**config.mk**
```make
export PLATFORM = sky130hd
export DESIGN_NAME = mfp_ahb_rojobot_if
export DESIGN_NICKNAME = d
export VERILOG_FILES = /design/src/rtl/mfp_ahb_rojobot_if_pkg.sv /design/src/rtl/rojobot_upd_flag.sv /design/src/rtl/mfp_ahb_rojobot_if.sv
export SDC_FILE = /design/constraint.sdc
export NUM_CORES = 1
export LEC_CHECK = 0
export CAP_MARGIN = 15
export CORE_MARGIN = 2
export CORE_UTILIZATION = 40
export CTS_BUF_LIST = sky130_fd_sc_hd__clkbuf_2
export CTS_CLUSTER_DIAMETER = 200
export DETAILED_ROUTE_END_ITERATION = 8
export PLACE_DENSITY_LB_ADDON = 0.08
export SLEW_MARGIN = 20
export SYNTH_ARGS = -nofsm -noshare
export SYNTH_HDL_FRONTEND = slang
export SYNTH_HIERARCHICAL = 1
export SYNTH_SLANG_ARGS = --single-unit
```
**constraint.sdc**
```tcl
create_clock -name HCLK -period 2.3 [get_ports HCLK]
set_clock_uncertainty 0.05 [all_clocks]
set_input_delay 0.23 -clock HCLK [delete_from_list [all_inputs] [get_ports HCLK]]
set_output_delay 0.23 -clock HCLK [all_outputs]
set_load 0.03 [all_outputs]
```
**src/rtl/mfp_ahb_rojobot_if_pkg.sv**
```systemverilog
// Shared register map and AHB encodings for the rojobot AHB-Lite interface.
// Optional feature macro: ROJOBOT_MISS_CNT_EN (missed-update counter).
package mfp_ahb_rojobot_if_pkg;

    localparam int ROJO_OFFS_INFO   = 0;
    localparam int ROJO_OFFS_MOTCTL = 1;
    localparam int ROJO_OFFS_UPDT   = 2;
    localparam int ROJO_OFFS_ACK    = 3;
    localparam int ROJO_OFFS_CFG    = 4;
    localparam int ROJO_OFFS_MISS   = 5;

    typedef enum logic [1:0] {
        HTRANS_IDLE   = 2'b00,
        HTRANS_BUSY   = 2'b01,
        HTRANS_NONSEQ = 2'b10,
        HTRANS_SEQ    = 2'b11
    } htrans_e;

    function automatic logic trans_valid(input logic [1:0] htrans);
        return (htrans == HTRANS_NONSEQ) || (htrans == HTRANS_SEQ);
    endfunction

endpackage

```
**src/rtl/rojobot_upd_flag.sv**
```systemverilog
// Update-strobe edge detector, sticky CPU-acknowledged flag (set wins over ACK)
// and, under ROJOBOT_MISS_CNT_EN, a saturating missed-update counter.
module rojobot_upd_flag
    import mfp_ahb_rojobot_if_pkg::*;
#(
    parameter int MISS_W = 8
) (
    input  logic              clk,
    input  logic              rst_n,
    input  logic              upd_sysregs_i,
    input  logic              ack_clr_i,
    input  logic              miss_clr_i,
    output logic              upd_rise_o,
    output logic              flag_o,
    output logic [MISS_W-1:0] miss_cnt_o
);

    logic upd_q;
    logic flag_q;

    // A strobe held high for several cycles yields a single rise.
    assign upd_rise_o = upd_sysregs_i & ~upd_q;
    assign flag_o     = flag_q;

    // NOTE: state uses non-blocking assignments so every register samples pre-edge values.
    always_ff @(posedge clk or negedge rst_n) begin
        if (!rst_n) begin
            upd_q  <= 1'b0;
            flag_q <= 1'b0;
        end else begin
            upd_q <= upd_sysregs_i;
            if (upd_rise_o) begin
                flag_q <= 1'b1;
            end else if (ack_clr_i) begin
                flag_q <= 1'b0;
            end
        end
    end

`ifdef ROJOBOT_MISS_CNT_EN
    logic [MISS_W-1:0] miss_q;

    // Clear takes priority over a coincident increment.
    always_ff @(posedge clk or negedge rst_n) begin
        if (!rst_n) begin
            miss_q <= '0;
        end else if (miss_clr_i) begin
            miss_q <= '0;
        end else if (upd_rise_o && flag_q && (miss_q != '1)) begin
            miss_q <= miss_q + MISS_W'(1);
        end
    end

    assign miss_cnt_o = miss_q;
`else
    logic unused_miss_clr;
    assign unused_miss_clr = miss_clr_i;
    assign miss_cnt_o      = '0;
`endif

endmodule

```
**src/rtl/mfp_ahb_rojobot_if.sv**
```systemverilog
// Zero-wait-state AHB-Lite slave exposing rojobot31 registers to the CPU.
// Optional feature macro: ROJOBOT_MISS_CNT_EN (missed-update counter at offset 0x14).
module mfp_ahb_rojobot_if
    import mfp_ahb_rojobot_if_pkg::*;
#(
    parameter int OFFS_W = 3,
    parameter int MISS_W = 8
) (
    input  logic        HCLK,
    input  logic        HRESETn,
    input  logic        HSEL,
    input  logic [1:0]  HTRANS,
    input  logic        HWRITE,
    input  logic [31:0] HADDR,
    input  logic [31:0] HWDATA,
    output logic [31:0] HRDATA,
    input  logic [7:0]  LocX_reg,
    input  logic [7:0]  LocY_reg,
    input  logic [7:0]  Sensors_reg,
    input  logic [7:0]  BotInfo_reg,
    input  logic        upd_sysregs,
    output logic [7:0]  MotCtl_in,
    output logic [7:0]  Bot_Config_reg,
    output logic        IO_BotUpdt
);

    logic              valid_q;
    logic              we_q;
    logic [OFFS_W-1:0] offs_q;
    logic [7:0]        motctl_q, motctl_d;
    logic [7:0]        cfg_q, cfg_d;
    logic [31:0]       snap_q;
    logic [31:0]       hrdata_q, rdata_d;

    logic              addr_valid;
    logic              rd_req;
    logic [OFFS_W-1:0] addr_offs;
    logic              wr_en;
    logic              ack_clr;
    logic              miss_clr;
    logic              upd_rise;
    logic              upd_flag;
    logic [MISS_W-1:0] miss_cnt;

    logic unused_bus;
    assign unused_bus = ^{HADDR[31:OFFS_W+2], HADDR[1:0], HWDATA[31:8]};

    assign addr_valid = HSEL && trans_valid(HTRANS);
    assign rd_req     = addr_valid && !HWRITE;
    assign addr_offs  = HADDR[OFFS_W+1:2];

    assign wr_en    = valid_q && we_q;
    assign ack_clr  = wr_en && (offs_q == OFFS_W'(ROJO_OFFS_ACK)) && HWDATA[0];
    assign miss_clr = wr_en && (offs_q == OFFS_W'(ROJO_OFFS_MISS));

    rojobot_upd_flag #(
        .MISS_W (MISS_W)
    ) u_upd_flag (
        .clk           (HCLK),
        .rst_n         (HRESETn),
        .upd_sysregs_i (upd_sysregs),
        .ack_clr_i     (ack_clr),
        .miss_clr_i    (miss_clr),
        .upd_rise_o    (upd_rise),
        .flag_o        (upd_flag),
        .miss_cnt_o    (miss_cnt)
    );

    // NOTE: every always_comb output gets a default first so no latch is inferred.
    always_comb begin
        motctl_d = motctl_q;
        cfg_d    = cfg_q;
        if (wr_en && (offs_q == OFFS_W'(ROJO_OFFS_MOTCTL))) begin
            motctl_d = HWDATA[7:0];
        end
        if (wr_en && (offs_q == OFFS_W'(ROJO_OFFS_CFG))) begin
            cfg_d = HWDATA[7:0];
        end

        // Control readback uses next-state values so a read right after a write sees the new data.
        rdata_d = '0;
        case (addr_offs)
            OFFS_W'(ROJO_OFFS_INFO):   rdata_d = snap_q;
            OFFS_W'(ROJO_OFFS_MOTCTL): rdata_d = {24'b0, motctl_d};
            OFFS_W'(ROJO_OFFS_UPDT):   rdata_d = {31'b0, upd_flag};
            OFFS_W'(ROJO_OFFS_CFG):    rdata_d = {24'b0, cfg_d};
            OFFS_W'(ROJO_OFFS_MISS):   rdata_d = 32'(miss_cnt);
            default:                   rdata_d = '0;
        endcase
    end

    always_ff @(posedge HCLK or negedge HRESETn) begin
        if (!HRESETn) begin
            valid_q  <= 1'b0;
            we_q     <= 1'b0;
            offs_q   <= '0;
            motctl_q <= '0;
            cfg_q    <= '0;
            snap_q   <= '0;
            hrdata_q <= '0;
        end else begin
            valid_q  <= addr_valid;
            we_q     <= HWRITE;
            offs_q   <= addr_offs;
            motctl_q <= motctl_d;
            cfg_q    <= cfg_d;
            if (rd_req) begin
                hrdata_q <= rdata_d;
            end
            if (upd_rise) begin
                snap_q <= {LocX_reg, LocY_reg, Sensors_reg, BotInfo_reg};
            end
        end
    end

    assign HRDATA         = hrdata_q;
    assign MotCtl_in      = motctl_q;
    assign Bot_Config_reg = cfg_q;
    assign IO_BotUpdt     = upd_flag;

endmodule

```
== Word level (Yosys, flattened, before mapping) ==
Index checks and enable logic that the tools add are counted.
Word-level totals
  logic and storage cells: 35
  bits in registers: 87
  output and inout bits: 49
  bits of input ports: 103
Cells by class
  bitwise operators: 2
  reduce and logical (&&, ||, !) cells: 11
  mux-type cells: 5
  equality and inequality tests: 8
Operators with widths (number)
  $pmux W32 S4: 1
  $mux W8: 2
  $logic_and A1 B1 Y1: 7
  $eq A3 B1 Y1 const B: 2
  $eq A3 B2 Y1 const B: 2
  $eq A3 B3 Y1 const B: 2
  $eq A2 B2 Y1 const B: 2
  $logic_not A3 Y1: 1
  $mux W1: 2
  $reduce_bool A2 Y1: 1
  $and A1 B1 Y1: 1
  $logic_not A1 Y1: 1
  $logic_or A1 B1 Y1: 1
  $not A1 Y1: 1

== Logic depth before layout (Yosys ltp) ==
Gate-level depths: netlist of run 1.
  depth after elaboration: 5
  depth in mapped cells: 6
  depth with buffers taken out: 4

== Cells and area by module ==
Netlist of run 1, hierarchy kept.
By module, submodules not included
  mfp_ahb_rojobot_if: cells an instance 217, seq. area each 2127.0 µm², instances 1, area each 3369.5 µm²
  rojobot_upd_flag: cells an instance 14, seq. area each 50.0 µm², instances 1, area each 138.9 µm²

== Worst setup path after synthesis of run 1 ==
OpenSTA, ideal clock, no wires.
  path type: flip-flop to flip-flop
  start point: register offs_q[0]
  end point: register hrdata_q[0] (netlist: HRDATA[0])
  cell stages (with the launch flop): 5
  setup time: 0.126 ns
  clock period less this slack: 1.668 ns
  data required time: 2.124 ns
  arrival time: 1.492 ns
  buffers on the path: 0
  path slack: 0.632 ns
  cells stage by stage: dfrtp_1 > nand3_2 > nor3_4 > mux2_2 > a221o_1
On the way
  longest elaborated chain between the ends: 4
  elaborated cells on any way between the ends: 7
  classes of those cells: 2 x eq/ne; 3 x mux; 2 x reduce/logical
RTL lines
  from (decl): RTL line mfp_ahb_rojobot_if.sv:29  | logic [OFFS_W-1:0] offs_q;
  from (signal assigned): RTL line mfp_ahb_rojobot_if.sv:104  | offs_q <= addr_offs;
  $eq A3 B1 Y1: RTL line mfp_ahb_rojobot_if.sv:73  | if (wr_en && (offs_q == OFFS_W'(ROJO_OFFS_MOTCTL))) begin
  $logic_and A1 B1 Y1: RTL line mfp_ahb_rojobot_if.sv:73
  $mux W8: RTL line mfp_ahb_rojobot_if.sv:73
  named net motctl_d[0]: RTL line mfp_ahb_rojobot_if.sv:30  | logic [7:0] motctl_q, motctl_d;
  $pmux W32 S4: RTL line mfp_ahb_rojobot_if.sv:82  | case (addr_offs)
  to (signal assigned): RTL line mfp_ahb_rojobot_if.sv:108  | hrdata_q <= rdata_d;
  to (decl): RTL line mfp_ahb_rojobot_if.sv:33  | logic [31:0] hrdata_q, rdata_d;
The timed path passes the listed nets, and every way through them passes these cells.
A chain may end at the register's enable or synchronous reset.

== Worst setup path after layout of run 1 ==
  start point: register hrdata_q[5] (netlist: HRDATA[5])
  end point: output HRDATA[5]
RTL lines
  to (decl): RTL line mfp_ahb_rojobot_if.sv:16  | output logic [31:0] HRDATA,
No word-level cell between the ends.

==> results.sh, run 1 <==
export IMPL_clk_latency_ns=0.50
export IMPL_vias_per_cell=4.964
export IMPL_ant_nets=0
export IMPL_grt_pass1_wl_um=12050
export IMPL_clockBufferDepth=2
export IMPL_cts_sinks=87
export IMPL_cts_made_buffers=9
export IMPL_diodes=0
export IMPL_arrival_ns=1.63
export IMPL_remaining_drc_errors=0
export IMPL_slowest_delay_ns=0.67
export IMPL_cts_setup_buffers=0
export IMPL_core_region_area_um2=8593
export IMPL_p_per_area_nw_per_um2=741.6
export IMPL_netlist_instances=229
export IMPL_yosysWarnings=6
export IMPL_finalMaxSlewViolations=0
export IMPL_maxSlewHeadroom=0.5534
export IMPL_port_buffers=97
export IMPL_die_area_um2=9516
export IMPL_cp_start_kind="flip-flop"
export IMPL_maxCapViolations=0
export IMPL_crit_chain="clkdlybuf4s50_1"
export IMPL_die_w_um=97.55
export IMPL_cp_max_fo=2
export IMPL_track_usage=0.1581
export IMPL_antenna_found_initial=0
export IMPL_drive_above_1_share=0.2375
export IMPL_place_area_um2=4598
export IMPL_gp_congestion=0.7137
export IMPL_period_needed_ns=1.911
export IMPL_ir_drop_v=0.0003391
export IMPL_critPathTopFamily="buffers and inverters"
export IMPL_rows=34
export IMPL_cts_max_level=3
export IMPL_syn_area_um2=3501
export IMPL_setup_viol=0
export IMPL_p_leak_nw=2.072
export IMPL_reg2reg_slack_ns=0.41
export IMPL_rsz0062_at_grt="false"
export IMPL_cts_resized=0
export IMPL_avgSynthCellArea_um2=15.29
export IMPL_clkTransAtPathRegs_ns=0.26
export IMPL_initial_core_util=0.4074
export IMPL_cts_root_buf="clkbuf_2"
export IMPL_fin_area_um2=4743
export IMPL_hp_class="in -> reg"
export IMPL_finalCritPeriodShare=0.8310
export IMPL_path_buf_inv=1
export IMPL_p_total_w=0.003518
export IMPL_finalHoldViolations=0
export IMPL_drt_total_wl_um=7032
export IMPL_required_ns=2.02
export IMPL_fmax_ghz=0.5232
export IMPL_fin_setup_tns_ns=0
export IMPL_finish_utilization=0.5520
export IMPL_grt_pass1_vias=2373
export IMPL_num_io_pins=152
export IMPL_worst_setup_path_type="reg -> out"
export IMPL_vias=2229
export IMPL_die_h_um=97.55
export IMPL_outcome="complete, no violations"
export IMPL_drtIter0Drc=47
export IMPL_fin_worst_hold_slack_ns=0.1178
export IMPL_firstDrtPassIters=4
export IMPL_wl_per_cell_um=15.66
export IMPL_end_kind="primary output"
export IMPL_worst_pin_slew_ns=0.6699
export IMPL_grt_overflow=0
export IMPL_grt_max_degree=54
export IMPL_cpMaxStageDelayCell="clkdlybuf4s50_1"
export IMPL_cts_tree="yes"
export IMPL_dp_hpwl_um=4941
export IMPL_nNetsFinal=439
export IMPL_syn2layout_area_growth_pct=35.49
==> worst register-to-register path: stages (launching register included) <==
cell and delay (ns):
dfrtp_1 0.50, nand3_2 0.13, nor3_4 0.38, mux2_2 0.41
a221o_1 0.32
==> per-stage QoR <==
step | setup slack [ns] | instances
2_1_floorplan | 0.6496 | 236
3_3_place_gp | 0.4056 | 432
6_report | 0.3887 | 449
3_5_place_dp | 0.4218 | 432
4_1_cts | 0.3260 | 449
5_1_grt | 0.2980 | 449
==> power breakdown <==
part / switching (W) / internal [W]
clock network: 0.000511 / 0.000361
logic: 0.000397 / 0.000428
registers: 0.000103 / 0.00172
total: 0.00101 / 0.00251
==> cell type report <==
| class | count | area (µm²) |
|---|---|---|
| Fill cell | 756 | 3850 |
| Sequential cell | 87 | 2177 |
| Multi-Input combinational cell | 128 | 1235 |
| Timing Repair Buffer | 108 | 1054 |
| Tap cell | 108 | 135.1 |
| Clock inverter | 6 | 85.08 |
| Clock buffer | 10 | 50.05 |
| Inverter | 2 | 7.507 |
==> metal layers <==
layer	wire, µm	vias up	GRT usage	share of wire
met5	0	-	0	0
met4	107	0	0.05769	0.015
met3	533	11	0.05612	0.076
met2	3249	67	0.2456	0.46
met1	3142	1089	0.2051	0.45
li1	-	1062	-	-
==> what timing repair did <==
item                       4_1_cts  5_1_grt
hold endpoints to repair        51        0
hold buffers                     1        0
setup endpoints to repair        0        0
==> placed cells by master (no fill, tap or decap), drive strengths merged <==
| cell type | n |
|---|---|
| o2111ai | 1 |
| clkdlybuf4s50 | 96 |
| and2 | 2 |
| and4b | 1 |
| clkinvlp | 1 |
| dfrtp | 87 |
| nand3b | 1 |
| nor2b | 1 |
| nor4bb | 1 |
| bufinv | 2 |
| nor3 | 3 |
| nor2 | 5 |
| nor4 | 1 |
| buf | 11 |
| nand3 | 1 |
| nand2 | 2 |
| mux2 | 48 |
| nor4b | 1 |
| clkinv | 3 |
| or4b | 1 |
| nand4bb | 1 |
| dlygate4sd3 | 1 |
| nand4b | 1 |
| or3 | 1 |
| a221o | 8 |
| a22o | 38 |
| a21o | 1 |
| conb | 8 |
| inv | 2 |
| clkbuf | 10 |
| a31oi | 1 |
==> path summary, 6_finish.rpt <==
| check | from | to | cells after the start |
|---|---|---|---|
| max | HRDATA[5] | HRDATA[5] | 1 |
| min | HWRITE | we_q | 1 |
| max reg2reg | offs_q[0] | HRDATA[2] | 4 |
| min reg2reg | snap_q[12] | HRDATA[12] | 1 |
| max in group asynchronous | HRESETn | HRDATA[18] | 3 |
| min in group asynchronous | HRESETn | Bot_Config_reg[0] | 2 |
Note: power is estimated with default switching activity, not from simulation.
==> inputs of run 2 (changes only) <==
- CORE_UTILIZATION: 40 -> 39
- clock period: 2.3 -> 1.75 ns (I/O delays scaled with it)
==> results.sh, run 2 (same netlist as run 1, synthesis figures left out) <==
export IMPL_maxSlewHeadroom=0.5643
export IMPL_p_total_w=0.004532
export IMPL_dp_hpwl_um=5101
export IMPL_p_leak_nw=2.331
export IMPL_worst_setup_path_type="reg -> reg"
export IMPL_firstDrtPassIters=4
export IMPL_drt_total_wl_um=7307
export IMPL_place_area_um2=4721
export IMPL_grt_overflow=0
export IMPL_clkTransAtPathRegs_ns=0.23
export IMPL_die_w_um=98.75
export IMPL_p_per_area_nw_per_um2=936.6
export IMPL_hold_end="we_q"
export IMPL_setup_viol=0
export IMPL_reg2reg_to="HRDATA[1]"
export IMPL_finalCritPeriodShare=0.9905
export IMPL_regToRegStartpoint="offs_q[1]"
export IMPL_rsz0062_at_grt="true"
export IMPL_syn2layout_area_growth_pct=38.21
export IMPL_clk_latency_ns=0.51
export IMPL_fin_area_um2=4838
export IMPL_core_region_area_um2=8721
export IMPL_drive_above_1_share=0.2571
export IMPL_cts_root_buf="clkbuf_2"
export IMPL_placed_cells=440
export IMPL_initial_core_util=0.4014
export IMPL_vias_per_cell=5.017
export IMPL_crit_chain="buf_4 > nor3_4 > buf_12 > mux2_2 > a221o_1"
export IMPL_antenna_found_initial=0
export IMPL_layout_common_cells="85 x dfrtp_1, 49 x dlygate4sd2_1, 47 x clkdlybuf4s50_1, 39 x mux2_2, 38 x a22o_1"
export IMPL_vias=2298
export IMPL_nNetsFinal=449
export IMPL_die_h_um=98.75
export IMPL_hp_class="in -> reg"
export IMPL_crit_start="offs_q[1]"
export IMPL_die_area_um2=9751
export IMPL_cp_max_fo=8
export IMPL_period_needed_ns=1.733
export IMPL_port_buffers=97
export IMPL_cts_max_level=3
export IMPL_place_ws_ns=-0.07129
export IMPL_num_io_pins=152
export IMPL_finalHoldViolations=0
export IMPL_worst_pin_slew_ns=0.6513
export IMPL_grt_max_degree=39
export IMPL_cts_setup_buffers=0
export IMPL_outcome="complete, no violations"
export IMPL_ant_nets=0
export IMPL_clockBufferDepth=2
export IMPL_cpMaxStageDelayCell="dfrtp_1"
export IMPL_maxCapViolations=0
export IMPL_arrival_ns=2.12
export IMPL_fmax_ghz=0.5769
export IMPL_cp_start_kind="flip-flop"
export IMPL_cts_sinks=87
export IMPL_fin_ws_ns=0.01665
export IMPL_reg2reg_depth=5
export IMPL_grt_pass1_vias=2384
export IMPL_drtIter0Drc=50
export IMPL_reg2reg_slack_ns=0.02
export IMPL_remaining_drc_errors=0
export IMPL_critPathTopFamily="flip-flops"
export IMPL_gp_congestion=0.7459
export IMPL_cts_made_buffers=9
export IMPL_slowest_delay_ns=0.44
export IMPL_grt_pass1_wl_um=12130
export IMPL_mostFrequentLayoutCell="dfrtp_1"
export IMPL_end_kind="flip-flop"
export IMPL_ir_drop_v=0.0003911
export IMPL_track_usage=0.1585
export IMPL_required_ns=2.13
export IMPL_rows=34
export IMPL_path_buf_inv=2
export IMPL_finalMaxSlewViolations=0
export IMPL_holdCritStartpoint="HWRITE"
export IMPL_wl_per_cell_um=15.95
export IMPL_diodes=0
export IMPL_stdcell_count=458
export IMPL_whs_path_depth=1
export IMPL_cts_tree="yes"
run 2: metal layers:
layer	global-route usage	vias to the layer above	share of wire
li1	-	1081	-
met4	0.05374	0	0.010
met1	0.2023	1142	0.44
met5	0	-	0
met2	0.2531	67	0.47
met3	0.05532	8	0.074
run 2: what timing repair did:
action / 4_1_cts / 5_1_grt
hold buffers: 3 / 0
pin swaps: 0 / 1
resized for setup: 49 / 8
endpoints found under the hold margin: 87 / 0
setup endpoints to repair: 49 / 8
run 2: final cells by class:
cell class	instances	area (µm²)
timing repair buffer	118	1135
inverter	2	7.507
tap	108	135.1
sequential	87	2180
clock buffer	10	50.05
multi-input combinational	128	1257
fill	784	3882
clock inverter	5	73.82
run 2: worst max-delay path by stage:
stage | slack, ns | endpoint | cells after the start
floorplan | 0.1 | HRDATA[0] | 4
global placement | -0.06 | HRDATA[4] | 5
detailed placement | -0.07 | HRDATA[4] | 5
CTS | 0.005 | HRDATA[1] | 5
global route | -0.02 | HRDATA[1] | 5
finish | 0.02 | HRDATA[1] | 5
run 2: worst reg2reg max path: cells and delay by family, from the launching register on:
family	cells	cell delay (ns)
AND/OR/NAND/NOR	1	0.19
flip-flops	1	0.44
AO/OA/AOI/OAI	1	0.32
multiplexers	1	0.36
buffers and inverters	2	0.31
run 2: stage by stage:
| stage | hold slack [ns] | util | TNS [ns] |
|---|---|---|---|
| final | 0.04163 | 0.5548 | 0 |
| after global routing | 0.002036 | 0.5548 | -0.06763 |
| after CTS | 0.006243 | 0.5519 | 0 |
| after detailed placement | 0.03449 | 0.5413 | -0.4779 |
| after global placement | 0.03308 | 0.5413 | -0.3998 |
| after floorplan | -0.1706 | - | 0 |
run 2: power by group:
group / total [W] / switching, W / internal (W)
clock network: 0.00111 / 0.000651 / 0.000463
registers: 0.00239 / 0.000130 / 0.00226
logic: 0.00103 / 0.000530 / 0.000501
